### src/rtl/cp0_exc_ctrl_pkg.sv
// Shared CP0 definitions: register addresses, Status/Cause bit positions,
// redirect FSM encoding and the timer-interrupt vector.
package cp0_exc_ctrl_pkg;
    localparam logic [4:0] CP0_COUNT   = 5'd9;
    localparam logic [4:0] CP0_COMPARE = 5'd11;
    localparam logic [4:0] CP0_STATUS  = 5'd12;
    localparam logic [4:0] CP0_CAUSE   = 5'd13;
    localparam logic [4:0] CP0_EPC     = 5'd14;

    localparam int ST_IE      = 0;
    localparam int ST_EXL     = 1;
    localparam int ST_IM7     = 15;
    localparam int CA_EXC_LO  = 2;
    localparam int CA_IP7     = 15;

    localparam logic [31:0] INT_VEC_DEFAULT = 32'h80000030;

    typedef enum logic {
        ST_RUN   = 1'b0,
        ST_REDIR = 1'b1
    } cp0_state_e;
endpackage

### src/rtl/cp0_timer.sv
// Free-running Count with Compare match; IP7 latches on a match and is
// cleared by any write to Compare (the write wins over a simultaneous match).
module cp0_timer (
    input  logic        clk,
    input  logic        rst_n,
    input  logic        count_we,
    input  logic        compare_we,
    input  logic [31:0] wdata,
    output logic [31:0] count,
    output logic [31:0] compare,
    output logic        ip7
);
    always_ff @(posedge clk or negedge rst_n) begin
        if (!rst_n) begin
            count   <= 32'd0;
            compare <= 32'hFFFFFFFF;
            ip7     <= 1'b0;
        end else begin
            count <= count_we ? wdata : count + 32'd1;
            if (compare_we)
                compare <= wdata;
            if (compare_we)
                ip7 <= 1'b0;
            else if (count == compare)
                ip7 <= 1'b1;
        end
    end
endmodule

### src/rtl/cp0_exc_ctrl.sv
// CP0 exception controller: arbitrates brk / timer interrupt / eret, updates
// Status, Cause and EPC, and issues a one-cycle registered redirect + flush.
module cp0_exc_ctrl
    import cp0_exc_ctrl_pkg::*;
#(
    parameter int          EXC_WIDTH = 5,
    parameter logic [31:0] INT_VEC   = INT_VEC_DEFAULT
) (
    input  logic        clk,
    input  logic        rst_n,
    input  logic        brk,
    input  logic [31:0] cause_in,
    input  logic [31:0] epc_in,
    input  logic [31:0] brk_vec,
    input  logic        eret,
    input  logic [31:0] mem_pc,
    input  logic        mtc0_we,
    input  logic [4:0]  mtc0_addr,
    input  logic [31:0] mtc0_data,
    input  logic [4:0]  mfc0_addr,
    output logic [31:0] mfc0_data,
    output logic        redirect,
    output logic [31:0] redirect_pc,
    output logic        flush,
    output logic [31:0] status
);
    cp0_state_e           state;
    logic [31:0]          status_q;
    logic [EXC_WIDTH-1:0] exc_code;
    logic [31:0]          epc_q;
    logic [31:0]          count;
    logic [31:0]          compare;
    logic                 ip7;
    logic                 in_run, exl, int_req;
    logic                 take_brk, take_int, take_eret, accept;
    logic [31:0]          target;
    logic [31:0]          cause_rd;
    logic                 unused_cause_bits;

    assign unused_cause_bits = ^cause_in[31:EXC_WIDTH];

    cp0_timer u_timer (
        .clk        (clk),
        .rst_n      (rst_n),
        .count_we   (mtc0_we && (mtc0_addr == CP0_COUNT)),
        .compare_we (mtc0_we && (mtc0_addr == CP0_COMPARE)),
        .wdata      (mtc0_data),
        .count      (count),
        .compare    (compare),
        .ip7        (ip7)
    );

    // Events are only sampled in RUN; priority brk > interrupt > eret.
    assign in_run    = (state == ST_RUN);
    assign exl       = status_q[ST_EXL];
    assign int_req   = ip7 & status_q[ST_IM7] & status_q[ST_IE] & ~exl;
    assign take_brk  = in_run & brk;
    assign take_int  = in_run & ~brk & int_req;
    assign take_eret = in_run & ~brk & ~int_req & eret;
    assign accept    = take_brk | take_int | take_eret;

    always_comb begin
        target = 32'd0;
        if (take_brk)
            target = brk_vec;
        else if (take_int)
            target = INT_VEC;
        else if (take_eret)
            target = epc_q;
    end

    always_comb begin
        cause_rd = 32'd0;
        cause_rd[CA_IP7] = ip7;
        cause_rd[CA_EXC_LO +: EXC_WIDTH] = exc_code;
    end

    always_comb begin
        mfc0_data = 32'd0;
        case (mfc0_addr)
            CP0_COUNT:   mfc0_data = count;
            CP0_COMPARE: mfc0_data = compare;
            CP0_STATUS:  mfc0_data = status_q;
            CP0_CAUSE:   mfc0_data = cause_rd;
            CP0_EPC:     mfc0_data = epc_q;
            default:     mfc0_data = 32'd0;
        endcase
    end

    // mtc0 updates come first so a same-cycle event overrides the fields it owns.
    always_ff @(posedge clk or negedge rst_n) begin
        if (!rst_n) begin
            state       <= ST_RUN;
            status_q    <= 32'd0;
            exc_code    <= '0;
            epc_q       <= 32'd0;
            redirect    <= 1'b0;
            flush       <= 1'b0;
            redirect_pc <= 32'd0;
        end else begin
            state       <= accept ? ST_REDIR : ST_RUN;
            redirect    <= accept;
            flush       <= accept;
            redirect_pc <= target;
            if (mtc0_we && (mtc0_addr == CP0_STATUS))
                status_q <= mtc0_data;
            if (mtc0_we && (mtc0_addr == CP0_EPC))
                epc_q <= mtc0_data;
            if (take_brk) begin
                exc_code         <= cause_in[EXC_WIDTH-1:0];
                status_q[ST_EXL] <= 1'b1;
                if (!exl)
                    epc_q <= epc_in;
            end else if (take_int) begin
                exc_code         <= '0;
                epc_q            <= mem_pc;
                status_q[ST_EXL] <= 1'b1;
            end else if (take_eret) begin
                status_q[ST_EXL] <= 1'b0;
            end
        end
    end

    assign status = status_q;
endmodule

### config.mk
export PLATFORM = sky130hd
export DESIGN_NAME = cp0_exc_ctrl
export DESIGN_NICKNAME = d
export VERILOG_FILES = /design/src/rtl/cp0_exc_ctrl_pkg.sv /design/src/rtl/cp0_timer.sv /design/src/rtl/cp0_exc_ctrl.sv
export SDC_FILE = /design/constraint.sdc
export NUM_CORES = 1
export LEC_CHECK = 0
export CORE_AREA = 2 2 97 193
export DETAILED_ROUTE_END_ITERATION = 8
export DIE_AREA = 0 0 99 195
export PLACE_DENSITY = 0.81
export SLEW_MARGIN = 20
export SYNTH_ARGS = -nofsm -noshare
export SYNTH_HDL_FRONTEND = slang
export SYNTH_SLANG_ARGS = --single-unit
### constraint.sdc
create_clock -name clk -period 2.7 [get_ports clk]
set_clock_uncertainty 0.1 [all_clocks]
set_input_delay 0.675 -clock clk [delete_from_list [all_inputs] [get_ports clk]]
set_output_delay 0.675 -clock clk [all_outputs]
set_load 0.03 [all_outputs]
==> results.ini <==
[run_status]
status=finished, violations left
violations=negative setup slack

[clock_network]
cts_sinks=167
cts_tree=done
htree_num_levels=4
numCtsBuffers=17
cts_root_buf=clkbuf_16
postCtsHoldBufs=0
insertion_delay_ns=0.44
cts_buffer_depth=2
path_clk_slew_ns=0.06

[final_layout]
fillCellCount=1207
fin_util_pct=70.6
syn_to_final_growth_pct=51.0
multi_input_area_um2=3940
layout_commonest_cell=clkdlybuf4s50_1
register_area_um2=4220
finalInstanceArea_um2=12500
final_cell_mix=clkdlybuf4s50_1 (207), nand2_1 (153), dfrtp_1 (135)
antennaDiodeCount=0
fin_nets=1223
fin_cells=1273
drive_gt1_share_pct=25.6

[timing]
setup_tns_ns=-2.66
slew_viol_final=0
setup_viol=32
setup_ws_ns=-0.228
max_freq_ghz=0.341
finalCritPeriodShare_pct=108
grt_setup_unrepaired=true
max_slew_margin_pct=61.2
period_needed_ns=2.93
worst_hold_slack_ns=0.0886
worstMarginPinSlew_ns=0.582
hold_viol=0

[routing]
drt_iter0_drc=805
drt-total-wl_mm=30.8
drc_errors=0
vias_per_cell=6.31
ant_nets=0
routedWlPerCell_um=24.2
dr_total_vias=8028
first_pass_iters=8

[power_and_ir_drop]
power_density_nw_per_um2=709
irDropWorstVdd_mv=0.436
p_leak_nw=5.21
power.total_mw=8.87

[setup_path]
worstPathCellList=buf_8 > buf_6 > nor4b_4 > buf_12 > a222oi_1 > buf_4 > nand2_4 > buf_12
worstSetupStartpoint=mfc0_addr[3]
cpMaxStageDelayCell=a222oi_1
required_ns=1.92
path_common_cell=buf_12
ff2ff_path_depth=5
critPathLaunchType=primary input
cp_slowest_stage_delay_ns=0.57
r2r-start=u_timer.count[2]
critical_path_class=primary input to output port
critPathMaxFanout=7
worstPathArrival_ns=2.15
end_kind=output port

[global_routing]
grt_first_pass_wirelength_mm=45.5
grt_use_total_pct=30.6
grt_overflow_total=0
grt_max_degree=53
grt_pass1_vias=8172
antenna_found_initial=0

[floorplan]
num_rows=69
die_area_um2=19300
initial_core_util_pct=46.8
die_y_um=195
core_um2=17700
io_pins=273
dieWidth_um=99

[synth]
yosysUniqueCellTypes=48
avgSynthCellArea_um2=10.6
syn_inst=783
synth_seq_cells=167
synth-main-ff-cell=dfrtp_1
yosysSeqAreaShare_pct=51.0
syn_nets=959
synth-edff-count=0
yosysWarnings=0
async_flop_share_pct=100
syn_area_um2=8280

[placed_design]
gp_congestion=0.909
dp_cells=1227
dpl.hpwl_mm=21.0
portBuffers=245
place_area_um2=11500
pre_cts_slack_ns=-0.516

[flow_run]
drv_cap=0

[hold_path]
hold_path_class=primary input to asynchronous set/reset pin

==> path summary, 6_finish.rpt <==
path | slack, ns | to
hold reg to reg | 0.42 | status[3]
min in group clk | 0.42 | status[3]
max in group asynchronous | 1.62 | u_timer.compare[29]
hold / removal | 0.09 | status[24]
setup / recovery | -0.23 | mfc0_data[6]
setup reg to reg | 0.61 | u_timer.count[27]
==> cell type report <==
class | count | area share (%)
timing repair buffer | 305 | 27.9
clock inverter | 15 | 1.25
sequential | 167 | 33.7
inverter | 2 | 0.0600
multi-input combinational | 554 | 31.5
clock buffer | 17 | 3.40
tap | 213 | 2.13
==> what timing repair did <==
item	in CTS	in global routing
setup endpoints to repair	32	32
setup buffers	6	4
cloned	3	3
resized for setup	64	27
pin swaps	37	34
==> critical path, delay by kind of cell <==
kind	cells	cell delay, ns
buffers and inverters	5	0.72
AO/OA/AOI/OAI	1	0.57
AND/OR/NAND/NOR	2	0.18
==> registers in the layout, summed over array words and instances, names as in the netlist <==
register,cells
epc_q,32
redirect_pc,32
status,32
u_timer.compare,32
u_timer.count,32
exc_code,5
flush,1
u_timer.ip7,1
==> cells in the mapped netlist (all sizes together), types with 23 or more instances <==
cell type / instances / area share (%)
mux2: 67 / 9.1
clkbuf: 37 / 1.7
nand2: 173 / 7.8
a222oi: 32 / 3.9
o22ai: 32 / 2.4
dfstp: 32 / 10
dfrtp: 135 / 41
xor2: 44 / 4.7
a31oi: 32 / 2.4
o21ai: 34 / 2.1
buf: 23 / 1.5
a22o: 29 / 3.1
==> logic make-up after synthesis <==
| kind of cell | Yosys count | synth area share (%) |
|---|---|---|
| buffers and inverters | 62 | 3.26 |
| adder cells (fa/ha/maj) | 1 | 0.151 |
| XOR/XNOR | 62 | 6.56 |
| flip-flops | 167 | 51.0 |
| AO/OA/AOI/OAI | 170 | 15.0 |
| AND/OR/NAND/NOR | 253 | 14.9 |
| multiplexers | 68 | 9.23 |
==> power breakdown <==
part	leakage (nW)	switching [mW]	total, mW	internal (mW)
clock network	0.283	1.12	2.43	1.31
logic	2.96	1.29	2.49	1.20
registers	1.97	0.753	3.94	3.19
total	5.21	3.17	8.87	5.70
==> routing by layer <==
layer,routed length [um],global-route usage [%],part of all wire [%],vias to the layer above
met5,0,0,0,-
met2,15700,52.1,51,523
met1,10300,35.0,33,3927
li1,-,-,-,3430
met4,2310,19.2,7.5,0
met3,2520,5.30,8.2,148
Note: power is estimated with default switching activity, not from simulation.
